## config.mk

```make
export PLATFORM = sky130hd
export DESIGN_NAME = mem_access_arbiter_flat
export DESIGN_NICKNAME = d
export VERILOG_FILES = /design/src/rtl/mem_arb_pkg.sv /design/src/rtl/mem_access_arbiter_if.sv /design/src/rtl/rr_arbiter.sv /design/src/rtl/mem_access_arbiter.sv /design/src/flat_wrapper.sv
export SDC_FILE = /design/constraint.sdc
export NUM_CORES = 1
export LEC_CHECK = 0
export CORE_UTILIZATION = 42
export CTS_CLUSTER_SIZE = 20
export DETAILED_ROUTE_END_ITERATION = 8
export PLACE_DENSITY = 0.81
export SLEW_MARGIN = 20
export SYNTH_ARGS = -nofsm -noshare
export SYNTH_HDL_FRONTEND = slang
export SYNTH_HIERARCHICAL = 1
export SYNTH_SLANG_ARGS = --single-unit
```

## constraint.sdc

```tcl
create_clock -name clk -period 3.1 [get_ports clk]
set_input_delay 0.62 -clock clk [delete_from_list [all_inputs] [get_ports clk]]
set_output_delay 0.62 -clock clk [all_outputs]
set_load 0.01 [all_outputs]
```

## src/rtl/mem_arb_pkg.sv

```systemverilog
// Shared encodings, default sizes and helpers for the memory access arbiter.
package mem_arb_pkg;

    localparam int unsigned DEF_N_REQ   = 4;
    localparam int unsigned DEF_ADDR_W  = 8;
    localparam int unsigned DEF_DATA_W  = 8;
    localparam int unsigned DEF_TIMEOUT = 15;

    // Encoding shared with the memory FSM, which idles at 2'b11.
    typedef enum logic [1:0] {
        IDLE   = 2'b11,
        GRANT  = 2'b00,
        ACCESS = 2'b01,
        RESP   = 2'b10
    } state_t;

    localparam logic RW_READ  = 1'b1;
    localparam logic RW_WRITE = 1'b0;

    // Bits needed to index v items; never less than one.
    function automatic int unsigned clog2(input int unsigned v);
        int unsigned r;
        r = 0;
        while ((32'd1 << r) < v) begin
            r++;
        end
        return (r == 0) ? 1 : r;
    endfunction

endpackage

```

## src/rtl/mem_access_arbiter_if.sv

```systemverilog
// Requester-side and memory-side signals of the arbiter bundled together.
interface mem_access_arbiter_if #(
    parameter int unsigned N_REQ  = mem_arb_pkg::DEF_N_REQ,
    parameter int unsigned ADDR_W = mem_arb_pkg::DEF_ADDR_W,
    parameter int unsigned DATA_W = mem_arb_pkg::DEF_DATA_W
) ();

    logic [N_REQ-1:0]        req;
    logic [N_REQ-1:0]        req_rw;
    logic [N_REQ*ADDR_W-1:0] req_addr;
    logic [N_REQ*DATA_W-1:0] req_wdata;
    logic [N_REQ-1:0]        gnt;
    logic [N_REQ-1:0]        done;
    logic                    err;
    logic [DATA_W-1:0]       rdata;
    logic                    mem_valid;
    logic                    mem_rw;
    logic [ADDR_W-1:0]       mem_addr;
    logic [DATA_W-1:0]       mem_wdata;
    logic [DATA_W-1:0]       mem_rdata;
    logic                    mem_ready;

    // Arbiter view.
    modport slave (
        input  req, req_rw, req_addr, req_wdata, mem_rdata, mem_ready,
        output gnt, done, err, rdata, mem_valid, mem_rw, mem_addr, mem_wdata
    );

    // Requesters plus memory FSM view.
    modport master (
        output req, req_rw, req_addr, req_wdata, mem_rdata, mem_ready,
        input  gnt, done, err, rdata, mem_valid, mem_rw, mem_addr, mem_wdata
    );

endinterface

```

## src/rtl/rr_arbiter.sv

```systemverilog
// Combinational round-robin pick: first set req bit at or after ptr, wrapping.
module rr_arbiter
    import mem_arb_pkg::*;
#(
    parameter int unsigned N_REQ = DEF_N_REQ,
    parameter int unsigned PTR_W = clog2(N_REQ)
) (
    input  logic [N_REQ-1:0] req_i,
    input  logic [PTR_W-1:0] ptr_i,
    output logic [N_REQ-1:0] win_oh_o,
    output logic [PTR_W-1:0] win_idx_o
);

    logic [PTR_W-1:0] pos;
    logic             found;

    // Scan requesters starting at the pointer; first hit wins.
    always_comb begin
        win_oh_o  = '0;
        win_idx_o = '0;
        pos       = '0;
        found     = 1'b0;
        for (int k = 0; k < int'(N_REQ); k++) begin
            pos = PTR_W'((int'(ptr_i) + k) % int'(N_REQ));
            if (!found && req_i[pos]) begin
                found         = 1'b1;
                win_oh_o[pos] = 1'b1;
                win_idx_o     = pos;
            end
        end
    end

endmodule

```

## src/rtl/mem_access_arbiter.sv

```systemverilog
// Round-robin sharing of one memory access port between N_REQ requesters.
module mem_access_arbiter
    import mem_arb_pkg::*;
#(
    parameter int unsigned N_REQ   = DEF_N_REQ,
    parameter int unsigned ADDR_W  = DEF_ADDR_W,
    parameter int unsigned DATA_W  = DEF_DATA_W,
    parameter int unsigned TIMEOUT = DEF_TIMEOUT
) (
    input  logic clk,
    input  logic rst,
    mem_access_arbiter_if.slave bus
);

    localparam int unsigned PTR_W = clog2(N_REQ);
    localparam int unsigned CNT_W = clog2(TIMEOUT);

    state_t              state_q, state_d;
    logic [PTR_W-1:0]    ptr_q, ptr_d;
    logic [PTR_W-1:0]    win_q, win_d;
    logic [CNT_W-1:0]    cnt_q, cnt_d;
    logic [N_REQ-1:0]    gnt_q, gnt_d;
    logic [N_REQ-1:0]    done_q, done_d;
    logic                err_q, err_d;
    logic [DATA_W-1:0]   rdata_q, rdata_d;
    logic                mem_valid_q, mem_valid_d;
    logic                mem_rw_q, mem_rw_d;
    logic [ADDR_W-1:0]   mem_addr_q, mem_addr_d;
    logic [DATA_W-1:0]   mem_wdata_q, mem_wdata_d;

    logic [N_REQ-1:0]    arb_oh;
    logic [PTR_W-1:0]    arb_idx;

    rr_arbiter #(
        .N_REQ (N_REQ),
        .PTR_W (PTR_W)
    ) u_rr (
        .req_i     (bus.req),
        .ptr_i     (ptr_q),
        .win_oh_o  (arb_oh),
        .win_idx_o (arb_idx)
    );

    // State register and registered outputs, synchronous reset.
    always_ff @(posedge clk) begin
        if (rst) begin
            state_q     <= IDLE;
            ptr_q       <= '0;
            win_q       <= '0;
            cnt_q       <= '0;
            gnt_q       <= '0;
            done_q      <= '0;
            err_q       <= 1'b0;
            rdata_q     <= '0;
            mem_valid_q <= 1'b0;
            mem_rw_q    <= RW_WRITE;
            mem_addr_q  <= '0;
            mem_wdata_q <= '0;
        end else begin
            state_q     <= state_d;
            ptr_q       <= ptr_d;
            win_q       <= win_d;
            cnt_q       <= cnt_d;
            gnt_q       <= gnt_d;
            done_q      <= done_d;
            err_q       <= err_d;
            rdata_q     <= rdata_d;
            mem_valid_q <= mem_valid_d;
            mem_rw_q    <= mem_rw_d;
            mem_addr_q  <= mem_addr_d;
            mem_wdata_q <= mem_wdata_d;
        end
    end

    // Next state and next values of the registered outputs.
    always_comb begin
        state_d     = state_q;
        ptr_d       = ptr_q;
        win_d       = win_q;
        cnt_d       = cnt_q;
        gnt_d       = '0;
        done_d      = '0;
        err_d       = 1'b0;
        rdata_d     = '0;
        mem_valid_d = 1'b0;
        mem_rw_d    = mem_rw_q;
        mem_addr_d  = mem_addr_q;
        mem_wdata_d = mem_wdata_q;

        case (state_q)
            IDLE: begin
                if (|bus.req) begin
                    state_d = GRANT;
                    win_d   = arb_idx;
                    gnt_d   = arb_oh;
                end
            end
            GRANT: begin
                state_d     = ACCESS;
                mem_valid_d = 1'b1;
                cnt_d       = '0;
                mem_rw_d    = bus.req_rw[win_q];
                mem_addr_d  = bus.req_addr[int'(win_q)*ADDR_W +: ADDR_W];
                mem_wdata_d = bus.req_wdata[int'(win_q)*DATA_W +: DATA_W];
                ptr_d       = (win_q == PTR_W'(N_REQ - 1)) ? '0 : win_q + PTR_W'(1);
            end
            ACCESS: begin
                // A ready on the last allowed cycle still counts as success.
                if (bus.mem_ready) begin
                    state_d      = RESP;
                    cnt_d        = '0;
                    done_d[win_q] = 1'b1;
                    rdata_d      = (mem_rw_q == RW_READ) ? bus.mem_rdata : '0;
                end else if (cnt_q == CNT_W'(TIMEOUT - 1)) begin
                    state_d      = RESP;
                    cnt_d        = '0;
                    done_d[win_q] = 1'b1;
                    err_d        = 1'b1;
                end else begin
                    cnt_d       = cnt_q + CNT_W'(1);
                    mem_valid_d = 1'b1;
                end
            end
            RESP: begin
                state_d = IDLE;
            end
            default: begin
                state_d = IDLE;
            end
        endcase
    end

    assign bus.gnt       = gnt_q;
    assign bus.done      = done_q;
    assign bus.err       = err_q;
    assign bus.rdata     = rdata_q;
    assign bus.mem_valid = mem_valid_q;
    assign bus.mem_rw    = mem_rw_q;
    assign bus.mem_addr  = mem_addr_q;
    assign bus.mem_wdata = mem_wdata_q;

endmodule

```

## src/flat_wrapper.sv

```systemverilog
// flat-port wrapper written by rule: the top's interface ports become plain ports
module mem_access_arbiter_flat import mem_arb_pkg::*;
#(
    parameter int unsigned N_REQ   = DEF_N_REQ,
    parameter int unsigned ADDR_W  = DEF_ADDR_W,
    parameter int unsigned DATA_W  = DEF_DATA_W,
    parameter int unsigned TIMEOUT = DEF_TIMEOUT
)
  (clk, rst, bus_req, bus_req_rw, bus_req_addr, bus_req_wdata, bus_mem_rdata, bus_mem_ready, bus_gnt, bus_done, bus_err, bus_rdata, bus_mem_valid, bus_mem_rw, bus_mem_addr, bus_mem_wdata);
  mem_access_arbiter_if #(.N_REQ(N_REQ), .ADDR_W(ADDR_W), .DATA_W(DATA_W)) bus_i ();
  input  logic clk;
  input  logic rst;
  input wire logic [$bits(bus_i.req)-1:0] bus_req;
  input wire logic [$bits(bus_i.req_rw)-1:0] bus_req_rw;
  input wire logic [$bits(bus_i.req_addr)-1:0] bus_req_addr;
  input wire logic [$bits(bus_i.req_wdata)-1:0] bus_req_wdata;
  input wire logic [$bits(bus_i.mem_rdata)-1:0] bus_mem_rdata;
  input wire logic [$bits(bus_i.mem_ready)-1:0] bus_mem_ready;
  output wire logic [$bits(bus_i.gnt)-1:0] bus_gnt;
  output wire logic [$bits(bus_i.done)-1:0] bus_done;
  output wire logic [$bits(bus_i.err)-1:0] bus_err;
  output wire logic [$bits(bus_i.rdata)-1:0] bus_rdata;
  output wire logic [$bits(bus_i.mem_valid)-1:0] bus_mem_valid;
  output wire logic [$bits(bus_i.mem_rw)-1:0] bus_mem_rw;
  output wire logic [$bits(bus_i.mem_addr)-1:0] bus_mem_addr;
  output wire logic [$bits(bus_i.mem_wdata)-1:0] bus_mem_wdata;
  assign bus_i.req = bus_req;
  assign bus_i.req_rw = bus_req_rw;
  assign bus_i.req_addr = bus_req_addr;
  assign bus_i.req_wdata = bus_req_wdata;
  assign bus_i.mem_rdata = bus_mem_rdata;
  assign bus_i.mem_ready = bus_mem_ready;
  assign bus_gnt = bus_i.gnt;
  assign bus_done = bus_i.done;
  assign bus_err = bus_i.err;
  assign bus_rdata = bus_i.rdata;
  assign bus_mem_valid = bus_i.mem_valid;
  assign bus_mem_rw = bus_i.mem_rw;
  assign bus_mem_addr = bus_i.mem_addr;
  assign bus_mem_wdata = bus_i.mem_wdata;
  mem_access_arbiter #(.N_REQ(N_REQ), .ADDR_W(ADDR_W), .DATA_W(DATA_W), .TIMEOUT(TIMEOUT)) u_core (.clk(clk), .rst(rst), .bus(bus_i));
endmodule
```

Word level (Yosys, flattened, before mapping)
Cells that the tools add are included.
{"block": "classes", "add_sub_neg": 5, "multipliers": 0, "n_div": 0, "n_lt_le_gt_ge": 10, "eq_ne": 7, "shifts": 2, "muxes": 45, "bitwise_logic": 8, "reduce_logical": 20}
{"cell": "indexed part select 32 x 6 -> 8 bit", "n": 2}
{"cell": "2-to-1 mux 4 bit", "n": 8}
{"cell": "2-to-1 mux 1 bit", "n": 16}
{"cell": "2-to-1 mux 2 bit", "n": 8}
{"cell": "less-than comparator 2 x 3 -> 1 bit, second input constant", "n": 5}
{"cell": "OR 4 bit", "n": 3}
{"cell": "binary-select mux 1 bit (select 2 bit)", "n": 5}
{"cell": "demux 1 bit (select 2 bit)", "n": 5}
{"cell": ">= comparator 2 x 1 -> 1 bit, second input constant", "n": 5}
{"cell": "logical AND 1 bit", "n": 8}
{"cell": "one-hot mux 2 bit (4 select lines)", "n": 1}
{"cell": "one-hot mux 4 bit (2 select lines)", "n": 1}
{"cell": "OR reduction 4 bit", "n": 2}
{"cell": "== test 2 bit, second input constant", "n": 3}
{"cell": "OR reduction 3 bit", "n": 2}
{"cell": "NOT 1 bit", "n": 5}
{"cell": "adder 2 x 1 -> 2 bit, second input constant", "n": 2}
{"cell": "adder 2 bit, second input constant", "n": 2}
{"cell": "adder 4 x 1 -> 4 bit, second input constant", "n": 1}
{"cell": "== test 4 bit, second input constant", "n": 1}
{"cell": "AND reduction 2 bit", "n": 2}
{"cell": "zero test 1 bit", "n": 3}
{"cell": "inequality test 3 x 2 -> 1 bit, second input constant", "n": 1}
{"cell": "== test 2 x 1 -> 1 bit, second input constant", "n": 1}
{"cell": "5 further kinds", "n": 5}
{"block": "totals", "register_bits": 45, "latchBits": 0, "mem_bits_rw": 0, "mem_bits_ro": 0, "in_bits": 83, "out_inout_bits": 35, "word_cells": 109, "mem_count": 0}

Depth between registers and ports, before layout
{"block": "logic_depth", "word_depth": 12, "ltp_mapped": 10, "depth_no_buf": 8}

Modules after synthesis
Netlist, hierarchy kept.
{"mod": "mem_access_arbiter", "instances": 1, "cells_each": 183, "area_each_um2": 2109.5, "seq_area_each_um2": 900.9}
{"mod": "rr_arbiter", "instances": 1, "cells_each": 65, "area_each_um2": 489.2, "seq_area_each_um2": 0.0}

Least setup slack after synthesis
Ideal clock, no wire load.
{"block": "synth_timing", "kind": "register to register", "from": "register u_core.ptr_q[0]", "to": "register u_core.win_q[1]", "setup_time_ns": 0.128, "arrival_time_ns": 2.130, "t_required_ns": 2.972, "setup_slack_ns": 0.843, "stages_incl_launch_ff": 11, "n_path_buf": 2, "synth_period_minus_slack_ns": 2.257, "cell_sequence": "dfxtp_1 -> buf_6 -> buf_2 -> inv_1 -> ha_1 -> mux4_2 -> or2_4 -> a21oi_1 -> a31oi_1 -> mux2i_1 -> nor2_1"}
{"block": "synth_between", "elab_chain_len": 12, "elab_cells_between_ends": 24, "cone_classes": "add/sub (3); mux (15); reduce/logical (6)"}
{"element": "start: declaration", "line": "mem_access_arbiter.sv:19", "source": "logic [PTR_W-1:0] ptr_q, ptr_d;"}
{"element": "start signal: assignment", "line": "mem_access_arbiter.sv:61", "source": "ptr_q <= ptr_d;"}
{"element": "branches (longest 11 deep; another with adder 2 x 1 -> 2 bit)"}
{"element": "2-to-1 mux 2 bit (*)", "line": "rr_arbiter.sv:25", "source": "if (!found && req_i[pos]) begin"}
{"element": "named net u_core.arb_idx[1]", "line": "mem_access_arbiter.sv:32", "source": "logic [PTR_W-1:0] arb_idx;"}
{"element": "end signal: assignment", "line": "mem_access_arbiter.sv:62", "source": "win_q <= win_d;"}
{"element": "end: declaration", "line": "mem_access_arbiter.sv:20", "source": "logic [PTR_W-1:0] win_q, win_d;"}
Mark *: on every way through the listed nets, which the timed path passes. The select of a mux whose other input is x is not followed.
A chain may end at the register's enable or synchronous reset.

Worst setup path after layout
{"block": "layout_timing", "from": "register u_core.ptr_q[1]", "to": "register u_core.win_q[1]"}
Same word-level chain as after synthesis.

==> summary.txt <==
Status = finished clean
Seq/Total Area, Yosys = 0.347
DR vias = 2249
RSZ-0062 raised after global routing = false
HPWL after detailed placement = 4.50 mm
Largest net degree at the start of global routing = 31
Mapped Cells = 248
Peak supply drop = 0.000238 V
Comb power frac = 0.442
Total Wirelength = 5.93 mm
Top post-synthesis cells by area = dfxtp_1 35%, mux4_2 17%, mux2i_1 9.2%
FF-to-FF path depth = 8
CP max stage delay = 640 ps
Switching share of total power = 0.325
Post-DR wirelength/cell = 13.6 um
Num ports = 118
Total Routing Usage GR = 0.186
Setup Buffers After CTS = 0
Cell Chain, Critical Path = inv_1 -> ha_1 -> mux4_2 -> or2_4 -> a21oi_1 -> a31oi_1 -> mux2i_1 -> nor2_1
CTS root buffer = clkbuf_8
Final estimated routing congestion in global placement = 0.797
Slew margin rel. = 0.358
CP Data Arrival Time = 2560 ps
Critical Path Sink Type = flop
Cell accounting for the most synthesized area = dfxtp_1
Nets = 458
Unique masters post-synth = 42
Syn avg cell area = 10.5 um2
WP buf/inv = 1
Row count = 28
Power, Total = 1.94 mW
Syn. warnings = 6
Reg-to-Reg Start = u_core/ptr_q[1]
Area growth, synth to finish = 49.5%
Final min period = 2380 ps
Ratio of cells with drive above 1 in the final layout = 0.114
Core Box Area = 0.00596 mm2
Syn_nets = 346
Count leader, synth = dfxtp_1
# hold bufs at CTS = 0
Post-cts resize count = 0
Total grt overflow = 0
Die W = 80.7 um
Fmax = 0.420 GHz
Footprint of the multi-input gates = 0.00155 mm2
Max-slew violation count = 0
Top Family by Delay on Critical Path = flip-flops
P per Cell Area = 499 mW/mm2
Flops & latches, synth = 45
Leakage Power = 1.44 nW
Die H = 80.7 um
Worst Path Required = 3280 ps
Final Hold Vio Count = 0
Worst setup endpoint = u_core/win_q[1]
Die ar. = 0.00651 mm2
Crit path from = u_core/ptr_q[1]
I/O Buffers = 117
Clock Sinks = 45
CP Depth = 8
Area share of the largest cell type after synthesis = 0.347
Routed vias/inst = 5.16
FILL cells = 500
TNS Setup = 0 ps
Clock tree buffer depth = 2
Vias in the first global route = 2043
ANT nets after route = 0
H-tree depth = 2
Number of synthesized flops with an enable pin = 0
Ys flop type = dfxtp_1
Tightest Pin Transition = 961 ps
Initial Util = 0.436
Setup Viol. Count Final = 0
Reg2reg setup slack = 720 ps
First-pass GRT wire length = 9.23 mm
Clock latency on the worst-skew pair = 300 ps
CTS buffer count = 5
Post-Syn Area = 0.00260 mm2
Fin crit share = 0.768
Cell Int Power = 1.31 mW
MaxCap Viol Count = 0
Worst R2R End = u_core/win_q[1]
Clock skew = 7.45 ps
Initial antenna violation count = 0
Sw Pwr = 630 uW
Seq pwr share = 0.370
Iteration-0 DRC Markers = 59
Clock transition at the registers of the reported paths = 90 ps
Drt drc = 0
Post-synth top cells = 45 x dfxtp_1, 30 x nor2_1, 24 x mux2i_1
Crit Path Max Fanout = 14
Clock power share = 0.188
Worst Setup Start Kind = flop
First drt pass iteration count = 4
Post-synth ARST share = 0
Diodes inserted = 0
Worst min path class = flop to flop
Seq. cell area = 901 um2
CTS tree = built
Crit path kind = flop to flop
Critical-path top delay cell = dfxtp_1
## worst min path at each step
stage / to / depth (start not counted) / slack, ps / from
6_report: u_core/cnt_q[0] / 2 / 490 / u_core/cnt_q[0]
5_1_grt: u_core/cnt_q[0] / 2 / 520 / u_core/cnt_q[0]
4_1_cts: u_core/cnt_q[0] / 2 / 490 / u_core/cnt_q[0]
3_5_place_dp: u_core/cnt_q[0] / 2 / 480 / u_core/cnt_q[0]
3_3_place_gp: u_core/bus.mem_wdata[7] / 2 / 470 / u_core/bus.mem_wdata[7]
2_1_floorplan: u_core/cnt_q[0] / 2 / 460 / u_core/cnt_q[0]
## sequential cells by signal, indices dropped and copies added (netlist names)
register              cells
u_core/ptr_q              2
u_core/bus.err            1
u_core/bus.mem_addr       8
u_core/state_q            2
u_core/win_q              2
u_core/bus.mem_valid      1
u_core/bus.done           4
u_core/bus.rdata          8
u_core/bus.mem_rw         1
u_core/cnt_q              4
u_core/bus.mem_wdata      8
u_core/bus.gnt            4
## worst min-delay path, delay by kind of cell, from the launching register on
family | cells | cell delay (ps)
flops | 1 | 340
simple gates | 1 | 60
compound gates | 1 | 50
## layout by cell type (no fill, tap or decap), types with 3 or more instances in the layout
| master | Yosys | layout |
|---|---|---|
| nand2_1 | 12 | 12 |
| o21ai_0 | 9 | 9 |
| nand2b_1 | 3 | 3 |
| a21oi_1 | 3 | 3 |
| nand3_1 | 3 | 3 |
| a221o_2 | 4 | 4 |
| nor3b_1 | 4 | 4 |
| ha_1 | 15 | 15 |
| and2_1 | 16 | 16 |
| dfxtp_1 | 45 | 45 |
| mux4_2 | 20 | 20 |
| mux2i_1 | 24 | 24 |
| clkbuf_8 | 0 | 5 |
| nor2_1 | 30 | 30 |
| inv_1 | 11 | 11 |
| clkdlybuf4s50_1 | 0 | 117 |
| buf_4 | 3 | 5 |
| a31oi_1 | 4 | 4 |
## through the flow
step                 util  setup slack, ps  area (um2)  instances  hold WS [ps]
floorplan               -              843        2600        248           462
global placement    0.637              487        3790        428           471
detailed placement  0.637              457        3790        428           482
CTS                 0.652              720        3880        436           495
global route        0.652              505        3880        436           517
finish              0.652              720        3880        436           493
## cell type report
cell class / count / area share
Sequential cell: 45 / 0.232
Tap cell: 75 / 0.0242
Clock inverter: 3 / 0.00548
Inverter: 11 / 0.0106
Clock buffer: 5 / 0.0177
Multi-Input combinational cell: 175 / 0.399
Timing Repair Buffer: 122 / 0.311
## routing by layer
layer  GRT usage  vias to the layer above  routed length [um]
met5           0                        -                   0
met4      0.0589                        0                  71
met3      0.0545                        8                 426
met2       0.315                       79                2910
met1       0.225                     1047                2530
li1            -                     1115                   -
## power by group through the flow
stage          combinational, mW  sequential, mW  clock, mW
2_1_floorplan              0.579           0.734          0
3_3_place_gp               0.849           0.729          0
3_5_place_dp               0.863           0.732          0
4_1_cts                    0.865           0.720      0.377
5_1_grt                    0.943           0.730      0.398
6_report                   0.858           0.718      0.364
## kinds of logic (layout without fill, tap and decap cells)
group,count (synthesis),in the layout,synth area share
flops,45,45,0.347
mux,44,44,0.266
compound gates,33,33,0.0939
buf+inv,28,141,0.0568
simple gates,83,83,0.165
fa+ha+maj,15,15,0.0722
Power figures use the tool's default switching activity.
